File: src/rtl/div_engine_if.sv
// -----------------------------------------------------------------------------
// div_engine_if
// Handshake/data bundle between the divider and its requester (the
// accelerator write-back machine).
//   start_div   : request, sampled only while the divider is idle
//   divident    : dividend, captured on the accepting edge
//   divisor     : divisor, captured on the accepting edge
//   quotient    : registered result, stable until the next accepted start
//   remainder   : registered result, stable until the next accepted start
//   done        : one-cycle completion pulse
//   busy        : high from accept through the done cycle
//   div_by_zero : set with a result whose divisor was 0
// master = requester side, slave = divider side.
// -----------------------------------------------------------------------------
interface div_engine_if #(
   parameter int WIDTH = 16
);
   logic             start_div;
   logic [WIDTH-1:0] divident;
   logic [WIDTH-1:0] divisor;
   logic [WIDTH-1:0] quotient;
   logic [WIDTH-1:0] remainder;
   logic             done;
   logic             busy;
   logic             div_by_zero;

   modport master (
      output start_div, divident, divisor,
      input  quotient, remainder, done, busy, div_by_zero
   );

   modport slave (
      input  start_div, divident, divisor,
      output quotient, remainder, done, busy, div_by_zero
   );
endinterface

File: src/rtl/div_engine.sv
// -----------------------------------------------------------------------------
// div_engine
// Sequential unsigned restoring divider. One request is accepted while idle,
// STEPS_PER_CYCLE quotient bits are resolved per clock, and the result is
// presented with a one-cycle done pulse. Results hold until the next accept.
// Ports:
//   clk   : clock, all state on rising edge
//   rst_n : asynchronous active-low reset
//   dif   : div_engine_if.slave (start/operands in, results/status out)
// Latency accept edge -> done: ITER+1 edges (divisor 0: done in the next cycle)
// -----------------------------------------------------------------------------

// One restoring step: shift the next dividend MSB into the partial remainder,
// trial-subtract the divisor and keep the difference when it is non-negative.
// The quotient bit is shifted into the bottom of the dividend register as the
// dividend bits are consumed from the top, so after WIDTH steps that register
// holds the quotient.
module div_step #(
   parameter int WIDTH = 16
) (
   input  logic [WIDTH-1:0] rem_in,
   input  logic [WIDTH-1:0] dvd_in,
   input  logic [WIDTH-1:0] dvs,
   output logic [WIDTH-1:0] rem_out,
   output logic [WIDTH-1:0] dvd_out
);
   // WIDTH+1 bits: the shifted remainder can reach 2*divisor-1
   logic [WIDTH:0] sh;
   logic [WIDTH:0] diff;

   assign sh   = {rem_in, dvd_in[WIDTH-1]};
   assign diff = sh - {1'b0, dvs};

   // diff[WIDTH] is the borrow: set only when sh < dvs, in which case sh
   // itself is below 2^WIDTH and the top bit can be dropped.
   assign rem_out = diff[WIDTH] ? sh[WIDTH-1:0] : diff[WIDTH-1:0];
   assign dvd_out = {dvd_in[WIDTH-2:0], ~diff[WIDTH]};
endmodule

module div_engine #(
   parameter int WIDTH           = 16,
   parameter int STEPS_PER_CYCLE = 1
) (
   input  logic        clk,
   input  logic        rst_n,
   div_engine_if.slave dif
);
   localparam int ITER = WIDTH / STEPS_PER_CYCLE;
   localparam int CW   = $clog2(ITER + 1);

   if (!(STEPS_PER_CYCLE == 1 || STEPS_PER_CYCLE == 2 || STEPS_PER_CYCLE == 4) ||
       (WIDTH % STEPS_PER_CYCLE) != 0) begin : g_bad_param
      $error("div_engine: STEPS_PER_CYCLE must be 1, 2 or 4 and divide WIDTH");
   end

   typedef enum logic [1:0] {S_IDLE, S_RUN, S_FIN} state_t;

   state_t           state;
   logic [CW-1:0]    cnt_q;
   logic [WIDTH-1:0] rem_q;   // partial remainder (always < divisor between edges)
   logic [WIDTH-1:0] dvd_q;   // unconsumed dividend bits on top, quotient bits below
   logic [WIDTH-1:0] dvs_q;

   logic [WIDTH-1:0] quotient_q;
   logic [WIDTH-1:0] remainder_q;
   logic             done_q;
   logic             busy_q;
   logic             dbz_q;

   // Combinational chain of STEPS_PER_CYCLE restoring steps per clock
   logic [STEPS_PER_CYCLE:0][WIDTH-1:0] rem_c;
   logic [STEPS_PER_CYCLE:0][WIDTH-1:0] dvd_c;

   assign rem_c[0] = rem_q;
   assign dvd_c[0] = dvd_q;

   for (genvar s = 0; s < STEPS_PER_CYCLE; s++) begin : g_step
      div_step #(.WIDTH(WIDTH)) u_step (
         .rem_in  (rem_c[s]),
         .dvd_in  (dvd_c[s]),
         .dvs     (dvs_q),
         .rem_out (rem_c[s+1]),
         .dvd_out (dvd_c[s+1])
      );
   end

   always_ff @(posedge clk or negedge rst_n) begin
      if (!rst_n) begin
         state       <= S_IDLE;
         cnt_q       <= '0;
         rem_q       <= '0;
         dvd_q       <= '0;
         dvs_q       <= '0;
         quotient_q  <= '0;
         remainder_q <= '0;
         done_q      <= 1'b0;
         busy_q      <= 1'b0;
         dbz_q       <= 1'b0;
      end else begin
         done_q <= 1'b0;
         case (state)
            S_IDLE: begin
               if (dif.start_div) begin
                  dvd_q  <= dif.divident;
                  dvs_q  <= dif.divisor;
                  rem_q  <= '0;
                  cnt_q  <= '0;
                  busy_q <= 1'b1;
                  if (dif.divisor == '0) begin
                     // Zero divisor skips iteration: result is known now
                     quotient_q  <= '1;
                     remainder_q <= dif.divident;
                     dbz_q       <= 1'b1;
                     done_q      <= 1'b1;
                     state       <= S_FIN;
                  end else begin
                     state <= S_RUN;
                  end
               end
            end

            S_RUN: begin
               rem_q <= rem_c[STEPS_PER_CYCLE];
               dvd_q <= dvd_c[STEPS_PER_CYCLE];
               cnt_q <= cnt_q + CW'(1);
               if (cnt_q == CW'(ITER - 1)) begin
                  quotient_q  <= dvd_c[STEPS_PER_CYCLE];
                  remainder_q <= rem_c[STEPS_PER_CYCLE];
                  dbz_q       <= 1'b0;
                  done_q      <= 1'b1;
                  state       <= S_FIN;
               end
            end

            S_FIN: begin
               // start_div is deliberately ignored here
               busy_q <= 1'b0;
               state  <= S_IDLE;
            end

            default: begin
               busy_q <= 1'b0;
               state  <= S_IDLE;
            end
         endcase
      end
   end

   assign dif.quotient    = quotient_q;
   assign dif.remainder   = remainder_q;
   assign dif.done        = done_q;
   assign dif.busy        = busy_q;
   assign dif.div_by_zero = dbz_q;
endmodule

File: src/flat_wrapper.sv
// flat-port wrapper written by rule: the top's interface ports become plain ports
module div_engine_flat 
#(
   parameter int WIDTH           = 16,
   parameter int STEPS_PER_CYCLE = 1
)
  (clk, rst_n, dif_start_div, dif_divident, dif_divisor, dif_quotient, dif_remainder, dif_done, dif_busy, dif_div_by_zero);
  div_engine_if #(.WIDTH(WIDTH)) dif_i ();
  input  logic clk;
  input  logic rst_n;
  input wire logic [$bits(dif_i.start_div)-1:0] dif_start_div;
  input wire logic [$bits(dif_i.divident)-1:0] dif_divident;
  input wire logic [$bits(dif_i.divisor)-1:0] dif_divisor;
  output wire logic [$bits(dif_i.quotient)-1:0] dif_quotient;
  output wire logic [$bits(dif_i.remainder)-1:0] dif_remainder;
  output wire logic [$bits(dif_i.done)-1:0] dif_done;
  output wire logic [$bits(dif_i.busy)-1:0] dif_busy;
  output wire logic [$bits(dif_i.div_by_zero)-1:0] dif_div_by_zero;
  assign dif_i.start_div = dif_start_div;
  assign dif_i.divident = dif_divident;
  assign dif_i.divisor = dif_divisor;
  assign dif_quotient = dif_i.quotient;
  assign dif_remainder = dif_i.remainder;
  assign dif_done = dif_i.done;
  assign dif_busy = dif_i.busy;
  assign dif_div_by_zero = dif_i.div_by_zero;
  div_engine #(.WIDTH(WIDTH), .STEPS_PER_CYCLE(STEPS_PER_CYCLE)) u_core (.clk(clk), .rst_n(rst_n), .dif(dif_i));
endmodule
File: config.mk
export PLATFORM = sky130hd
export DESIGN_NAME = div_engine_flat
export DESIGN_NICKNAME = d
export VERILOG_FILES = /design/src/rtl/div_engine_if.sv /design/src/rtl/div_engine.sv /design/src/flat_wrapper.sv
export SDC_FILE = /design/constraint.sdc
export NUM_CORES = 1
export LEC_CHECK = 0
export ABC_AREA = 1
export BUFFER_PORTS_ARGS = -buffer_cell sky130_fd_sc_hd__buf_2
export CAP_MARGIN = 25
export CORE_MARGIN = 4
export CORE_UTILIZATION = 47
export DETAILED_ROUTE_END_ITERATION = 16
export HOLD_SLACK_MARGIN = 0.12
export PLACE_DENSITY = 0.69
export SYNTH_ARGS = -nofsm -noshare
export SYNTH_HDL_FRONTEND = slang
export SYNTH_SLANG_ARGS = --single-unit
File: constraint.sdc
create_clock -name clk -period 4.7 [get_ports clk]
set_input_delay 0.47 -clock clk [delete_from_list [all_inputs] [get_ports clk]]
set_output_delay 0.47 -clock clk [all_outputs]
set_load 0.03 [all_outputs]
==> impl_metrics.py, run 1 <==
metrics = {
    "status": {
        "status": "finished clean",
    },
    "finish": {
        "area_growth_pct": 12.6,
        "n_antenna_cell": 0,
        "post-route-util": 0.542,
        "layout_commonest_cell": "nand2_1",
        "final_nets": 796,
        "final_cell_mix": "175 x nand2_1, 127 x inv_1, 90 x dfrtp_1",
        "fillCellCount": 1042,
        "drive_above_1_share": 0.197,
    },
    "place": {
        "dp_hpwl_um": 9470,
        "place.gp.congestion": 0.910,
        "io_buffers": 69,
    },
    "cts": {
        "path_clk_slew_ns": 0.09,
        "cts.sinks": 90,
        "cts_resized": 0,
        "cts_buffers": 9,
        "cts_tree": "yes",
        "clk_latency_ns": 0.38,
        "cts_root_buf": "clkbuf_8",
        "h-tree-depth": 3,
        "clock_path_buffers": 2,
        "post_cts_buffers": 0,
        "cts_hold_buffers": 1,
    },
    "critical_path": {
        "path_delay_family": "simple AND/OR/NAND/NOR gates",
        "cp-start-kind": "register",
        "path_cells": "inv_1 > ha_1 > inv_1 > fa_1 > nand2_1 > nand2_1 > nand3_2 > nand2_2 > nand2_2 > nand3_1 > nand2_4 > nand3_1 > nand3_2 > nand2_1 > inv_1",
        "cp.depth": 15,
        "ff2ff_path_depth": 15,
        "required_ns": 5.02,
        "cp_num_buf_inv": 3,
        "cp-end-kind": "register",
        "critical-path-slowest-cell": "fa_1",
        "max_stage_delay_ns": 0.41,
        "crit_type": "reg -> reg",
        "crit_arrival_ns": 2.75,
        "crit_fanout": 18,
    },
    "detailed_routing": {
        "wirelength_um": 12500,
        "vias": 4418,
        "avgRoutedWirePerCell_um": 14.1,
        "routed_via_density": 4.99,
        "first_iter_violations": 326,
        "postRouteAntennaNets": 0,
        "drc": 0,
        "drt-pass1-iter-count": 4,
    },
    "timing": {
        "slew_violations": 0,
        "relSlewSlack": 0.410,
        "fin_crit_ns": 2.43,
        "period_share": 0.517,
        "fmax_mhz": 412,
        "fin_skew_ns": 0.0107,
        "setup-tns-final_ns": 0,
        "holdWs_ns": 0.309,
        "hold_viol": 0,
        "worst_pin_slew_ns": 0.885,
        "rsz0062_at_grt": "false",
        "setup_viol": 0,
    },
    "logic_synthesis": {
        "ys_seq_area_frac": 0.429,
        "avgSynthCellArea_um2": 7.72,
        "ys_ff_latch": 90,
        "synth_area_leaders": "dfrtp_1 43%, nand2_1 13%, inv_1 9.1%",
        "yosysUniqueCellTypes": 32,
        "yosysWarnings": 0,
        "synth.top_cell.area_share": 0.429,
        "syn_area_mm2": 0.00524,
        "synth_nets": 733,
        "syn_inst": 679,
        "yosysTopAreaCell": "dfrtp_1",
    },
    "power": {
        "total_leakage_power_nw": 3.16,
        "powerDensity_mw_per_mm2": 761,
        "peakVddDrop_uv": 339,
    },
    "floorplan": {
        "coreArea_mm2": 0.0109,
        "fp.dieH_um": 114,
        "rows": 38,
        "fp.dieW_um": 114,
        "ios": 70,
        "start_util": 0.482,
        "die_area_mm2": 0.0129,
    },
    "global_routing": {
        "grt_pass1_wl_um": 20900,
        "grt_usage": 0.205,
        "grt_max_degree": 55,
        "antenna_found_initial": 0,
        "grt-ovfl-total": 0,
        "grt_pass1_vias": 4279,
    },
    "worst_hold_path": {
        "worstHoldPathType": "in -> reg",
        "min_path_cells": 3,
    },
    "flow_run": {
        "drv_cap": 0,
    },
}
final timing paths:
path | start | end | slack [ns]
worst max-delay path | u_core.dvd_q[15]$_DFFE_PN0P_ | u_core.dif.remainder[9]$_DFFE_PN0P_ | 2.27
worst min-delay path | dif_divisor[10] | u_core.dvs_q[10]$_DFFE_PN0P_ | 0.31
worst max register to register | u_core.dvd_q[15]$_DFFE_PN0P_ | u_core.dif.remainder[9]$_DFFE_PN0P_ | 2.27
worst min register to register | u_core.dif.busy$_DFFE_PN0P_ | u_core.dif.busy$_DFFE_PN0P_ | 0.49
max in group asynchronous | rst_n | u_core.dif.remainder[6]$_DFFE_PN0P_ | 3.47
min in group asynchronous | rst_n | u_core.dif.quotient[0]$_DFFE_PN0P_ | 0.60
power by group:
group	switching, mW	total [mW]	leakage, nW	internal (mW)
Combinational	1.80	2.67	2.02	0.873
Sequential	0.193	1.28	1.04	1.08
Clock	0.283	0.541	0.0994	0.259
kinds of logic after synthesis:
| group | after synthesis | share of synthesized area |
|---|---|---|
| adders and majority gates | 19 | 0.0468 |
| AOI/OAI and AO/OA | 62 | 0.0742 |
| and+or+nand+nor | 348 | 0.319 |
| buffers and inverters | 152 | 0.117 |
| DFF | 90 | 0.429 |
| xor gates and xnor gates | 8 | 0.0134 |
layer usage:
layer	part of all wire	GRT usage
met4	0.016	0.0617
met3	0.048	0.0387
met1	0.48	0.288
met2	0.46	0.322
met5	0	0
stage by stage:
step | std cells | power (mW) | instance area (um2) | worst slack (ns)
2_1_floorplan | 679 | 3.39 | 5240 | 2.65
3_3_place_gp | 869 | 3.90 | 5670 | 2.34
3_5_place_dp | 870 | 3.97 | 5700 | 2.26
4_1_cts | 886 | 4.52 | 5900 | 2.27
5_1_grt | 886 | 4.93 | 5900 | 2.07
6_report | 886 | 4.49 | 5900 | 2.27
tightest hold or removal path: stages:
cell	delay [ns]
buf_2	0.09
nand2_1	0.04
o21ai_0	0.06
synth_stat cells (all sizes together):
master	instances
xor2	8
nor4	2
and2	4
nand4	5
fa	1
nand3	84
nor2	52
buf	11
o22ai	3
a21oi	22
nand2	184
ha	18
dfrtp	90
or2	17
o21ai	19
inv	130
clkbuf	11
o221ai	16
o22a	1
a22o	1
final cells by class:
type | instances | area [um2] | area share
multi-input combinational | 437 | 2390 | 0.404
sequential | 90 | 2250 | 0.382
inverter | 130 | 488 | 0.0827
timing repair buffer | 74 | 408 | 0.0691
tap | 140 | 175 | 0.0297
clock buffer | 11 | 141 | 0.0240
clock inverter | 4 | 52.6 | 0.00890
sequential cells by signal (all words and copies together) (netlist names):
| signal | cells |
|---|---|
| u_core.dif.busy | 1 |
| u_core.state | 2 |
| u_core.dif.done | 1 |
| u_core.dif.remainder | 16 |
| u_core.dif.div_by_zero | 1 |
| u_core.rem_q | 16 |
| u_core.cnt_q | 5 |
| u_core.dif.quotient | 16 |
| u_core.dvs_q | 16 |
| u_core.dvd_q | 16 |
No activity file was read; power rests on OpenSTA's default activity.
==> run 2, diff against run 1 <==
==> constraint.sdc (replaced) <==
create_clock -name clk -period 2.3 [get_ports clk]
set_input_delay 0.23 -clock clk [delete_from_list [all_inputs] [get_ports clk]]
set_output_delay 0.23 -clock clk [all_outputs]
set_load 0.03 [all_outputs]
==> run 2 against run 1 <==
  * Design area rose by 7.0%
  * Sequential cell count unchanged
  * Die area unchanged
  * Hold slack worse by 0.13 ns
  * Critical path depth down 3
  * Combinational power grew 130%
  * Fmax rose by 9.2%
  * Clock skew is 0.0031 ns lower
  * Via count up 6.5%
  * Wire length grew 5.7%
  * Global-route usage increased by 0.75 points
==> impl_metrics.py, run 2 (synthesis gave the netlist of run 1 again) <==
metrics = {
    "power": {
        "p_sw_frac": 0.505,
        "p_sw_mw": 4.99,
        "combPwrFrac": 0.615,
        "powerDensity_mw_per_mm2": 1560,
        "clockPowerShare": 0.119,
        "total_leakage_power_nw": 3.34,
        "p_int_mw": 4.88,
        "pwr-share-seq": 0.266,
        "peakVddDrop_uv": 719,
    },
    "detailed_routing": {
        "routed_via_density": 5.12,
        "vias": 4706,
        "first_iter_violations": 308,
        "wirelength_um": 13200,
        "drt-pass1-iter-count": 5,
        "postRouteAntennaNets": 0,
        "avgRoutedWirePerCell_um": 14.3,
        "drc": 0,
    },
    "cts": {
        "clk_latency_ns": 0.38,
        "clock_path_buffers": 2,
        "cts_root_buf": "clkbuf_8",
        "cts.sinks": 90,
        "cts_buffers": 9,
        "path_clk_slew_ns": 0.09,
        "h-tree-depth": 3,
        "cts_tree": "yes",
    },
    "finish": {
        "area_growth_pct": 20.5,
        "drive_above_1_share": 0.228,
        "post-route-util": 0.580,
        "fin_area_mm2": 0.00632,
        "final_cell_mix": "172 x nand2_1, 125 x inv_1, 90 x dfrtp_1",
        "layout_commonest_cell": "nand2_1",
        "n_antenna_cell": 0,
        "final_nets": 828,
    },
    "timing": {
        "worst_pin_slew_ns": 0.744,
        "setup_viol": 0,
        "holdWs_ns": 0.181,
        "fmax_mhz": 449,
        "period_share": 0.967,
        "fin_crit_ns": 2.22,
        "fin_skew_ns": 0.00759,
        "rsz0062_at_grt": "true",
        "worst_slack_ns": 0.0752,
        "slew_violations": 0,
        "relSlewSlack": 0.504,
        "setup-tns-final_ns": 0,
        "hold_viol": 0,
    },
    "global_routing": {
        "grt_usage": 0.212,
        "grt_pass1_vias": 4636,
        "antenna_found_initial": 0,
        "grt_max_degree": 48,
        "grt_pass1_wl_um": 21800,
        "grt-ovfl-total": 0,
    },
    "critical_path": {
        "crit_arrival_ns": 2.55,
        "r2r-start": "u_core.rem_q[11]$_DFFE_PN0P_",
        "path_delay_family": "simple AND/OR/NAND/NOR gates",
        "ff2ff_path_depth": 12,
        "cp-end-kind": "register",
        "critical-path-slowest-cell": "dfrtp_1",
        "rrSetupSlack_ns": 0.08,
        "crit_top_cell": "nand2_4",
        "max_stage_delay_ns": 0.45,
        "cp-startpoint": "u_core.rem_q[11]$_DFFE_PN0P_",
        "cp.depth": 12,
        "cp_num_buf_inv": 1,
        "crit_path_end": "u_core.dif.remainder[0]$_DFFE_PN0P_",
        "crit_type": "reg -> reg",
        "cp-start-kind": "register",
        "rr_endpoint": "u_core.dif.remainder[0]$_DFFE_PN0P_",
        "path_cells": "ha_1 > nand2_1 > nor2_2 > and2_1 > nand2_4 > nand2_4 > nand2_4 > nand2_4 > nand3_1 > nand3_1 > nand2_1 > inv_1",
        "crit_fanout": 8,
        "required_ns": 2.62,
    },
    "worst_hold_path": {
        "hold_start": "dif_divident[7]",
        "worstHoldPathType": "in -> reg",
    },
    "floorplan": {
        "fp.dieW_um": 114,
        "coreArea_mm2": 0.0109,
        "rows": 38,
        "start_util": 0.482,
        "die_area_mm2": 0.0129,
        "fp.dieH_um": 114,
        "ios": 70,
    },
    "place": {
        "placed_cell_area_mm2": 0.00577,
        "place.gp.congestion": 0.922,
        "io_buffers": 69,
        "dp_hpwl_um": 9780,
        "post-place-ws_ns": -0.0179,
    },
    "status": {
        "status": "finished clean",
    },
    "flow_run": {
        "drv_cap": 0,
    },
}
[run 2: area by class of cell]
type                            instances  area [um2]
Tap cell                              140         175
Sequential cell                        90        2250
Multi-Input combinational cell        440        2530
Fill cell                            1046        4570
Inverter                              130         488
Clock buffer                           11         131
Timing Repair Buffer                  103         658
Clock inverter                          5        78.8
[run 2: worst register-to-register path, delay by kind of cell, from the launching register on]
family,cells,cell delay [ns]
fa+ha+maj,1,0.42
buf+inv,1,0.04
flops,1,0.45
simple gates,10,1.26
[run 2: how the worst min path moves through the flow]
stage                                               endpoint  slack, ns  cells past startpoint
final                            u_core.dvd_q[7]$_DFFE_PN0P_       0.18                      3
after global placement    u_core.dif.quotient[1]$_DFFE_PN0P_       0.28                      1
after CTS                       u_core.dvd_q[13]$_DFFE_PN0P_       0.16                      3
after floorplan                  u_core.cnt_q[0]$_DFFE_PN0P_      -0.07                      0
after detailed placement           u_core.dif.done$_DFF_PN0_       0.28                      1
after global routing             u_core.dvd_q[7]$_DFFE_PN0P_       0.18                      3
[run 2: metal layers]
metal / wire, um / vias to the layer above / track usage
li1: - / 2316 / -
met1: 6030 / 2209 / 0.285
met2: 6080 / 161 / 0.340
met3: 779 / 20 / 0.0552
met4: 272 / 0 / 0.0609
met5: 0 / - / 0
[run 2: timing repair]
| action | 4_1_cts | 5_1_grt |
|---|---|---|
| resized for setup | 2 | 24 |
| buffers inserted | 0 | 3 |
| pin swaps | 1 | 7 |
| gates cloned | 0 | 3 |
| hold buffers | 17 | 0 |
| hold endpoints to repair | 61 | 0 |
| endpoints found under the setup margin | 8 | 34 |
[run 2: stage by stage]
| step | total power, mW | instances |
|---|---|---|
| after floorplan | 6.93 | 679 |
| after global placement | 8.09 | 880 |
| after detailed placement | 8.23 | 880 |
| after CTS | 9.48 | 913 |
| after global routing | 10.8 | 919 |
| final | 9.87 | 919 |
[run 2: power groups by stage]
stage | Combinational (mW) | Sequential, mW | Clock [mW]
after floorplan | 4.07 | 2.86 | 0
after global placement | 5.46 | 2.62 | 0
after detailed placement | 5.60 | 2.63 | 0
after CTS | 5.67 | 2.61 | 1.21
after global routing | 6.82 | 2.70 | 1.28
final | 6.06 | 2.62 | 1.18
